## src/rtl/fetch_decode_queue_pkg.sv

```systemverilog
// Shared decode definitions: default field widths, queue entry layout, instruction format codes.
// Latency: none (types and constants only).
// Backpressure: not applicable.
package fetch_decode_queue_pkg;

   localparam int FDQ_ADDRESS_WIDTH     = 64;
   localparam int FDQ_INSTRUCTION_WIDTH = 32;
   localparam int FDQ_PID_SIZE          = 20;
   localparam int FDQ_TID_SIZE          = 16;
   localparam int FDQ_COUNTER_WIDTH     = 64;

   // One buffered fetch, as seen by decode stage 1.
   typedef struct packed {
      logic [FDQ_INSTRUCTION_WIDTH-1:0] instruction;
      logic [FDQ_ADDRESS_WIDTH-1:0]     address;
      logic [FDQ_PID_SIZE-1:0]          pid;
      logic [FDQ_TID_SIZE-1:0]          tid;
      logic [FDQ_COUNTER_WIDTH-1:0]     majId;
   } fdq_entry_t;

   // Instruction format one-hot codes shared by the decode stages.
   localparam logic [7:0] FMT_I  = 8'b0000_0001;
   localparam logic [7:0] FMT_B  = 8'b0000_0010;
   localparam logic [7:0] FMT_SC = 8'b0000_0100;
   localparam logic [7:0] FMT_D  = 8'b0000_1000;
   localparam logic [7:0] FMT_DS = 8'b0001_0000;
   localparam logic [7:0] FMT_X  = 8'b0010_0000;
   localparam logic [7:0] FMT_XO = 8'b0100_0000;
   localparam logic [7:0] FMT_M  = 8'b1000_0000;

endpackage

```

## src/rtl/fetch_queue_storage.sv

```systemverilog
// Entry register array for the fetch/decode queue: one write port, one asynchronous read port.
// Latency: write visible on the read port the cycle after the write edge; read is combinational.
// Backpressure: none; the controller only writes free slots and reads valid ones.
module fetch_queue_storage
   import fetch_decode_queue_pkg::*;
#(
   parameter int  depth   = 8,
   parameter type entry_t = fdq_entry_t
) (
   input  logic                     clock_i,
   input  logic                     wrEn_i,
   input  logic [$clog2(depth)-1:0] wrAddr_i,
   input  entry_t                   wrData_i,
   input  logic [$clog2(depth)-1:0] rdAddr_i,
   output entry_t                   rdData_o
);

   entry_t mem_q [depth];

   // Data storage carries no reset; validity is tracked by the controller's count.
   always_ff @(posedge clock_i) begin
      if (wrEn_i) begin
         mem_q[wrAddr_i] <= wrData_i;
      end
   end

   assign rdData_o = mem_q[rdAddr_i];

endmodule

```

## src/rtl/fetch_decode_queue.sv

```systemverilog
// Fetch-to-decode instruction queue assigning a 64-bit major ID per accepted fetch; optional FETCH_DECODE_QUEUE_STATS_EN adds droppedCount_o.
// Latency: one cycle from the push edge to the outputs when not stalled; no input-to-output bypass.
// Backpressure: full_o drops pushes (fetch retries); stall_i freezes the registered outputs.
module fetch_decode_queue
   import fetch_decode_queue_pkg::*;
#(
   parameter int addressWidth            = FDQ_ADDRESS_WIDTH,
   parameter int instructionWidth        = FDQ_INSTRUCTION_WIDTH,
   parameter int PidSize                 = FDQ_PID_SIZE,
   parameter int TidSize                 = FDQ_TID_SIZE,
   parameter int instructionCounterWidth = FDQ_COUNTER_WIDTH,
   parameter int queueDepth              = 8
) (
   input  logic                               clock_i,
   input  logic                               reset_i,
   input  logic                               enable_i,
   input  logic                               flush_i,
   input  logic                               stall_i,
   input  logic [instructionWidth-1:0]        instruction_i,
   input  logic [addressWidth-1:0]            instructionAddress_i,
   input  logic [PidSize-1:0]                 instructionPid_i,
   input  logic [TidSize-1:0]                 instructionTid_i,
   output logic                               full_o,
   output logic                               outputEnable_o,
   output logic [instructionWidth-1:0]        instruction_o,
   output logic [addressWidth-1:0]            instructionAddress_o,
   output logic [PidSize-1:0]                 instructionPid_o,
   output logic [TidSize-1:0]                 instructionTid_o,
   output logic [instructionCounterWidth-1:0] instructionMajId_o
`ifdef FETCH_DECODE_QUEUE_STATS_EN
   ,
   output logic [31:0]                        droppedCount_o
`endif
);

   localparam int PtrWidth = $clog2(queueDepth);
   localparam int CntWidth = PtrWidth + 1;
   localparam logic [CntWidth-1:0] DepthCount = CntWidth'(queueDepth);

   typedef struct packed {
      logic [instructionWidth-1:0]        instruction;
      logic [addressWidth-1:0]            address;
      logic [PidSize-1:0]                 pid;
      logic [TidSize-1:0]                 tid;
      logic [instructionCounterWidth-1:0] majId;
   } entry_t;

   logic [PtrWidth-1:0]                head_q, head_d, tail_q, tail_d;
   logic [CntWidth-1:0]                count_q, count_d;
   logic [instructionCounterWidth-1:0] majId_q, majId_d;
   entry_t                             out_q, out_d;
   logic                               outValid_q, outValid_d;
   entry_t                             wrEntry, rdEntry;
   logic                               push, pop;

   // Full is taken from pre-edge state, so a same-cycle pop never frees a slot for a push.
   assign full_o = (count_q == DepthCount);
   assign push   = enable_i && !full_o && !flush_i;
   assign pop    = !stall_i && (count_q != '0) && !flush_i;

   assign wrEntry = '{instruction: instruction_i, address: instructionAddress_i,
                      pid: instructionPid_i, tid: instructionTid_i, majId: majId_q};

   fetch_queue_storage #(
      .depth   (queueDepth),
      .entry_t (entry_t)
   ) u_storage (
      .clock_i  (clock_i),
      .wrEn_i   (push),
      .wrAddr_i (tail_q),
      .wrData_i (wrEntry),
      .rdAddr_i (head_q),
      .rdData_o (rdEntry)
   );

   // Next-state: flush wins; otherwise push at tail, pop head into the output registers.
   always_comb begin
      head_d     = head_q;
      tail_d     = tail_q;
      count_d    = count_q;
      majId_d    = majId_q;
      out_d      = out_q;
      outValid_d = outValid_q;
      if (flush_i) begin
         head_d     = '0;
         tail_d     = '0;
         count_d    = '0;
         outValid_d = 1'b0;
      end else begin
         if (push) begin
            tail_d  = tail_q + PtrWidth'(1);
            majId_d = majId_q + instructionCounterWidth'(1);
         end
         if (!stall_i) begin
            outValid_d = (count_q != '0);
         end
         if (pop) begin
            out_d  = rdEntry;
            head_d = head_q + PtrWidth'(1);
         end
         case ({push, pop})
            2'b10:   count_d = count_q + CntWidth'(1);
            2'b01:   count_d = count_q - CntWidth'(1);
            default: count_d = count_q;
         endcase
      end
   end

   // Control and output registers.
   always_ff @(posedge clock_i or posedge reset_i) begin
      if (reset_i) begin
         head_q     <= '0;
         tail_q     <= '0;
         count_q    <= '0;
         majId_q    <= '0;
         out_q      <= '0;
         outValid_q <= 1'b0;
      end else begin
         head_q     <= head_d;
         tail_q     <= tail_d;
         count_q    <= count_d;
         majId_q    <= majId_d;
         out_q      <= out_d;
         outValid_q <= outValid_d;
      end
   end

   assign outputEnable_o       = outValid_q;
   assign instruction_o        = out_q.instruction;
   assign instructionAddress_o = out_q.address;
   assign instructionPid_o     = out_q.pid;
   assign instructionTid_o     = out_q.tid;
   assign instructionMajId_o   = out_q.majId;

`ifdef FETCH_DECODE_QUEUE_STATS_EN
   logic [31:0] droppedCount_q;

   // Saturating count of pushes refused because the queue was full; flush leaves it alone.
   always_ff @(posedge clock_i or posedge reset_i) begin
      if (reset_i) begin
         droppedCount_q <= '0;
      end else if (enable_i && full_o && !flush_i && (droppedCount_q != '1)) begin
         droppedCount_q <= droppedCount_q + 32'd1;
      end
   end

   assign droppedCount_o = droppedCount_q;
`endif

endmodule

```

## config.mk

```make
export PLATFORM = sky130hd
export DESIGN_NAME = fetch_decode_queue
export DESIGN_NICKNAME = d
export VERILOG_FILES = /design/src/rtl/fetch_decode_queue_pkg.sv /design/src/rtl/fetch_queue_storage.sv /design/src/rtl/fetch_decode_queue.sv
export SDC_FILE = /design/constraint.sdc
export NUM_CORES = 2
export LEC_CHECK = 0
export ABC_AREA = 0
export CORE_UTILIZATION = 50
export DETAILED_ROUTE_END_ITERATION = 12
export GPL_ROUTABILITY_DRIVEN = 0
export MAX_ROUTING_LAYER = met4
export PLACE_DENSITY = 0.65
export SYNTH_ARGS = -nofsm -noshare
export SYNTH_HDL_FRONTEND = slang
export SYNTH_SLANG_ARGS = --single-unit
```

## constraint.sdc

```tcl
create_clock -name clock_i -period 19.8 [get_ports clock_i]
set_input_delay 3.96 -clock clock_i [delete_from_list [all_inputs] [get_ports clock_i]]
set_output_delay 3.96 -clock clock_i [all_outputs]
set_load 0.05 [all_outputs]
```

## Word level (Yosys, flattened, before mapping)

Memory sizes are Yosys's and may differ from the RTL's. A register that Yosys moved wholly into a read port is not among the register bits.
Index checks and enable logic that the tools add are counted.

- Register bits: 75
- Memory bits (writable): 1568
- Bits of input ports: 137
- Output and inout bits: 198
- Memories kept: 1

- $add $sub $neg: 5
- Eq/ne operators: 4
- Muxes and demuxes: 10
- Bitwise gates (word level): 1
- Reduce and logical (&&, ||, !) cells: 13

Memories:

| name | words | width | read ports | clocked after memory_dff | write ports | RTL line | text |
|---|---|---|---|---|---|---|---|
| u_storage.mem_q | 8 | 196 | 1 | 1 | 1 | fetch_queue_storage.sv:18 | `entry_t mem_q [depth];` |

Operator list:

| cell | number |
|---|---|
| 64-bit by 1-bit adder with 64-bit output (second input constant) | 1 |
| 3-bit two-way mux | 4 |
| 4-bit case mux with 2 select lines | 1 |
| 3-bit by 1-bit adder with 3-bit output (second input constant) | 2 |
| 4-bit by 1-bit adder with 4-bit output (second input constant) | 1 |
| 4-bit == test (second input constant) | 1 |
| 1-bit logical AND | 4 |
| 1-bit two-way mux | 4 |
| 4-bit two-way mux | 1 |
| 2-bit AND reduction | 2 |
| 2-bit nonzero test | 2 |
| 4-bit nonzero test | 1 |
| 4-bit by 1-bit subtractor with 4-bit output (second input constant) | 1 |
| 1-bit zero test | 3 |
| 3-bit nonzero test | 1 |
| 2-bit by 1-bit == test with 1-bit output (second input constant) | 1 |
| 2-bit == test (second input constant) | 1 |
| 2-bit inequality test (second input constant) | 1 |
| 1-bit inverter | 1 |

## Longest topological paths before layout

- Depth in word-level cells: 7
- Mapped depth: 10

## By module

A second synthesis with hierarchy kept.

- Cell total of the unflattened synthesis: 3031
- Area, all modules: 70462.6 sq um

Modules (own cells, without submodules):

| module | instances | cells an instance | area an instance (sq um) | seq. area each (sq um) |
|---|---|---|---|---|
| fetch_queue_storage | 1 | 2279 | 59519.6 | 47085.2 |
| fetch_decode_queue | 1 | 752 | 10943.0 | 6781.5 |

## Worst setup path before layout

OpenSTA, ideal clock, no wires.

- Path type: input to register
- Start: in flush_i
- End: mem u_storage.mem_q[0][0] (netlist name), enable pin
- Library setup time: 0.992 ns
- Arrival: 17.710 ns
- Setup slack: 1.098 ns
- Stages on the path: 3
- Cells stage by stage: clkbuf_1 > or3_1 > nor3_1

- Longest elaborated chain between the ends: 4

RTL lines:

| what | RTL line | text |
|---|---|---|
| start, declared | fetch_decode_queue.sv:17 | `input logic flush_i,` |
| 1-bit zero test | fetch_decode_queue.sv:58 | `assign push = enable_i && !full_o && !flush_i;` |
| 1-bit logical AND | fetch_decode_queue.sv:58 |  |
| 1-bit two-way mux | fetch_queue_storage.sv:22 | `if (wrEn_i) begin` |
| 1-bit two-way mux (implied by the code) | fetch_queue_storage.sv:23 | `mem_q[wrAddr_i] <= wrData_i;` |
| end, declared | fetch_queue_storage.sv:18 |  |

Every way passes these cells.

## Worst setup path after layout

- Start: in enable_i
- End: mem u_storage.mem_q[4][93] (netlist name), enable pin

- Longest elaborated chain between the ends: 4

RTL lines:

| what | RTL line | text |
|---|---|---|
| start, declared | fetch_decode_queue.sv:16 | `input logic enable_i,` |
| 1-bit logical AND (2 in a row) | fetch_decode_queue.sv:58 |  |
| 1-bit two-way mux | fetch_queue_storage.sv:22 |  |
| 1-bit two-way mux (implied by the code) | fetch_queue_storage.sv:23 |  |

Every way passes these cells.

==> run metrics <==
Max clock buf depth=3; syn nets=~3400; register area share after synthesis=78.26%; post-cts sizing count=0; synth warn=0; Post-Route WL=140100 um; Peak VDD IR=roughly 0.13 mV; cell area power density=132.6 mW/mm^2; max-cap violations=0; Worst EP required=20.21 ns; starting density of the core=50.62%; Nets=about 3800; maximum clock frequency=~0.14 GHz; number of antenna-violating nets in the routed design=0; cell-internal power=between 7 and 8 mW; layout cells sized above 1=between 10% and 20%; run status=complete, no violations; worst min-delay path class=reg -> reg; Distinct cells, synth=between 40 and 50; max-slew violations=0; Hold Buf Count CTS=0; post-route clock period utilization=between 30% and 40%; Cells after Synth=3241; Worst Tran Pin Value=approximately 1.3 ns; Final HPWL DP=slightly below 80000 um; Layout area overhead=16.70%; Post CTS Setup Buffer Count=0; clock sinks=~1800; initial antenna violation count=9; die width=approximately 370 um; Vias per Instance=5.653; Die ar.=around 0.14 sq mm; Slew headroom=a little over a tenth; Final min period=6.995 ns; num rows=about 140; clock buffer count from CTS=183; Worst-path clk slew=approximately 0.060 ns; TritonCTS clock tree=done; P_leak=between 20 and 25 nW; # IOs=~340; detailed-route via count=31650; most common cell in the synthesized netlist=edfxtp_1; dpl ws=about 12 ns; first-pass iteration count of the detailed router=5; gr ovfl total=0; Fin Setup TNS=0 ns; Clock power frac=32.2%; DRC violations left=0; RSZ-0062 raised after global routing=false; first-pass GRT wire length=approximately 210000 um; htree depth=4; largest area contributor in the netlist=edfxtp_1; Psw=~3.2 mW; synth top area cells=edfxtp_1 (68%), mux4_2 (13%), dfrtp_1 (9.9%); Post-Route Utilization=around three fifths; core area=between 0.1 and 0.15 sq mm; PnR worst setup slack=12.80 ns; critical path arrival=about 7.4 ns; insertion delay to the later sink of the worst-skew pair=approximately 0.8 ns; PortBufs=~330; critical path fanouts, max=about 130; Final Skew=0.02830 ns; area of the multi-input gates=around 0.014 sq mm; share of power burned in registers=between 40 and 50%; Post-synth top cells=edfxtp_1 (1568), mux4_2 (392), dfrtp_1 (271); Sequential Area=0.05388 sq mm; Setup CP Type=in -> reg; Avg Inst Size Synth=around 21 sq um; EDFF count, synth=1568; Setup crit start kind=input pin; Layout fillers=approximately 9800; Comb power frac=between 20% and 30%; post-synth top area share=roughly two thirds; die height=about 370 um; overall routing resource usage=a little over a fifth; ys flop type=edfxtp_1; vias in the first global route=33110; sw frac=between 20 and 30%; largest net degree at the start of global routing=between 100 and 150; synthesized area=a little under 0.07 sq mm; setup-violating endpoint count in the final report=0; DR WL/cell=approximately 25 um; initial DRC count=2284; Async S/R FF share, synth=roughly 15%; CP endpoint kind=register; Synth Register Bits=about 1800; Root Driver=clkbuf_16; Final Hold Vio Count=0
-- logic make-up after synthesis --
family	count (synthesis)	synth area share, %
adders and majority gates	6	0.1200
DFF	1839	78.26
muxes	592	15.74
xor gates and xnor gates	70	0.9016
and+or+nand+nor	362	2.474
AOI/OAI and AO/OA	203	1.492
buffers and inverters	169	1.016
-- final cells by class --
type	instances	share of cell area, %
Inverter	9	0.05452
Multi-Input combinational cell	1233	17.83
Clock inverter	79	1.044
Antenna cell	5	0.01558
Sequential cell	1839	67.08
Timing Repair Buffer	386	4.711
Clock buffer	268	6.491
Tap cell	1781	2.774
-- registers in the layout, summed over array words and instances, names as in the netlist --
| register | count |
|---|---|
| instructionTid_o | 16 |
| instruction_o | 32 |
| majId_q | 64 |
| instructionMajId_o | 64 |
| u_storage.mem_q | 1568 |
| instructionAddress_o | 64 |
| outputEnable_o | 1 |
| instructionPid_o | 20 |
| tail_q | 3 |
| count_q | 4 |
| head_q | 3 |
-- per-stage QoR --
stage	cells	cell area [sq um]	total power, mW	hold slack, ns
2_1_floorplan	3241	68830	6.564	0.5241
3_3_place_gp	5248	74260	7.325	0.5099
4_1_cts	5595	80310	10.79	0.5324
6_report	5600	80320	10.65	0.5255
3_5_place_dp	5248	74260	7.344	0.5187
5_1_grt	5600	80320	11.08	0.5449
-- final timing paths --
kind	startpoint	slack, ns	depth (start not counted)	end
max in group asynchronous	reset_i	13.95	4	instructionPid_o[18]
worst min-delay path	instructionMajId_o[27]	0.53	2	instructionMajId_o[27]
min in group asynchronous	reset_i	3.56	2	instructionAddress_o[49]
worst max-delay path	enable_i	12.80	6	u_storage.mem_q[4][93]
worst min register to register	instructionMajId_o[27]	0.53	2	instructionMajId_o[27]
worst max register to register	head_q[0]	15.36	6	instructionAddress_o[8]
-- power groups by stage --
stage	logic (mW)	registers [mW]	clock network (mW)
6_report	2.48	4.73	3.43
5_1_grt	2.65	4.77	3.65
4_1_cts	2.54	4.74	3.51
3_5_place_dp	2.53	4.82	0
3_3_place_gp	2.51	4.81	0
2_1_floorplan	1.11	5.45	0
-- worst max-delay path, stage by stage --
cell,delay [ns]
clkdlybuf4s50_1,0.63
nand2_1,0.21
or3_1,0.51
nor2_4,0.43
buf_12,0.72
buf_4,0.87
-- layout by cell type, fill, tap and decap left out, drive strengths merged, types with 2 or more instances in the layout --
| master | Yosys | layout |
|---|---|---|
| edfxtp | 1568 | 1568 |
| mux4 | 392 | 392 |
| clkdlybuf4s50 | 0 | 334 |
| dfrtp | 271 | 271 |
| clkbuf | 95 | 268 |
| nor2 | 234 | 234 |
| mux2i | 199 | 199 |
| a21oi | 199 | 199 |
| clkinv | 0 | 53 |
| buf | 65 | 52 |
| xor2 | 37 | 37 |
| xnor2 | 33 | 33 |
| nand2 | 27 | 27 |
| nor3 | 22 | 22 |
| nand3 | 21 | 21 |
| nand4 | 19 | 19 |
| inv | 9 | 17 |
| bufinv | 0 | 12 |
| and3 | 11 | 11 |
| nor4 | 8 | 8 |
| clkinvlp | 0 | 6 |
| diode | 0 | 5 |
| and2 | 5 | 5 |
| ha | 5 | 5 |
| and4 | 4 | 4 |
| or4b | 3 | 3 |
| and3b | 2 | 2 |
| nand2b | 2 | 2 |
-- routing by layer --
metal / track usage (%) / vias up / part of all wire [%]
met4: 4.990 / 0 / 1.7
met5: - / - / 0
met3: 3.608 / 199 / 4.6
met2: 34.45 / 697 / 51
li1: - / 13970 / -
met1: 28.15 / 16790 / 42
Power figures use the tool's default switching activity.
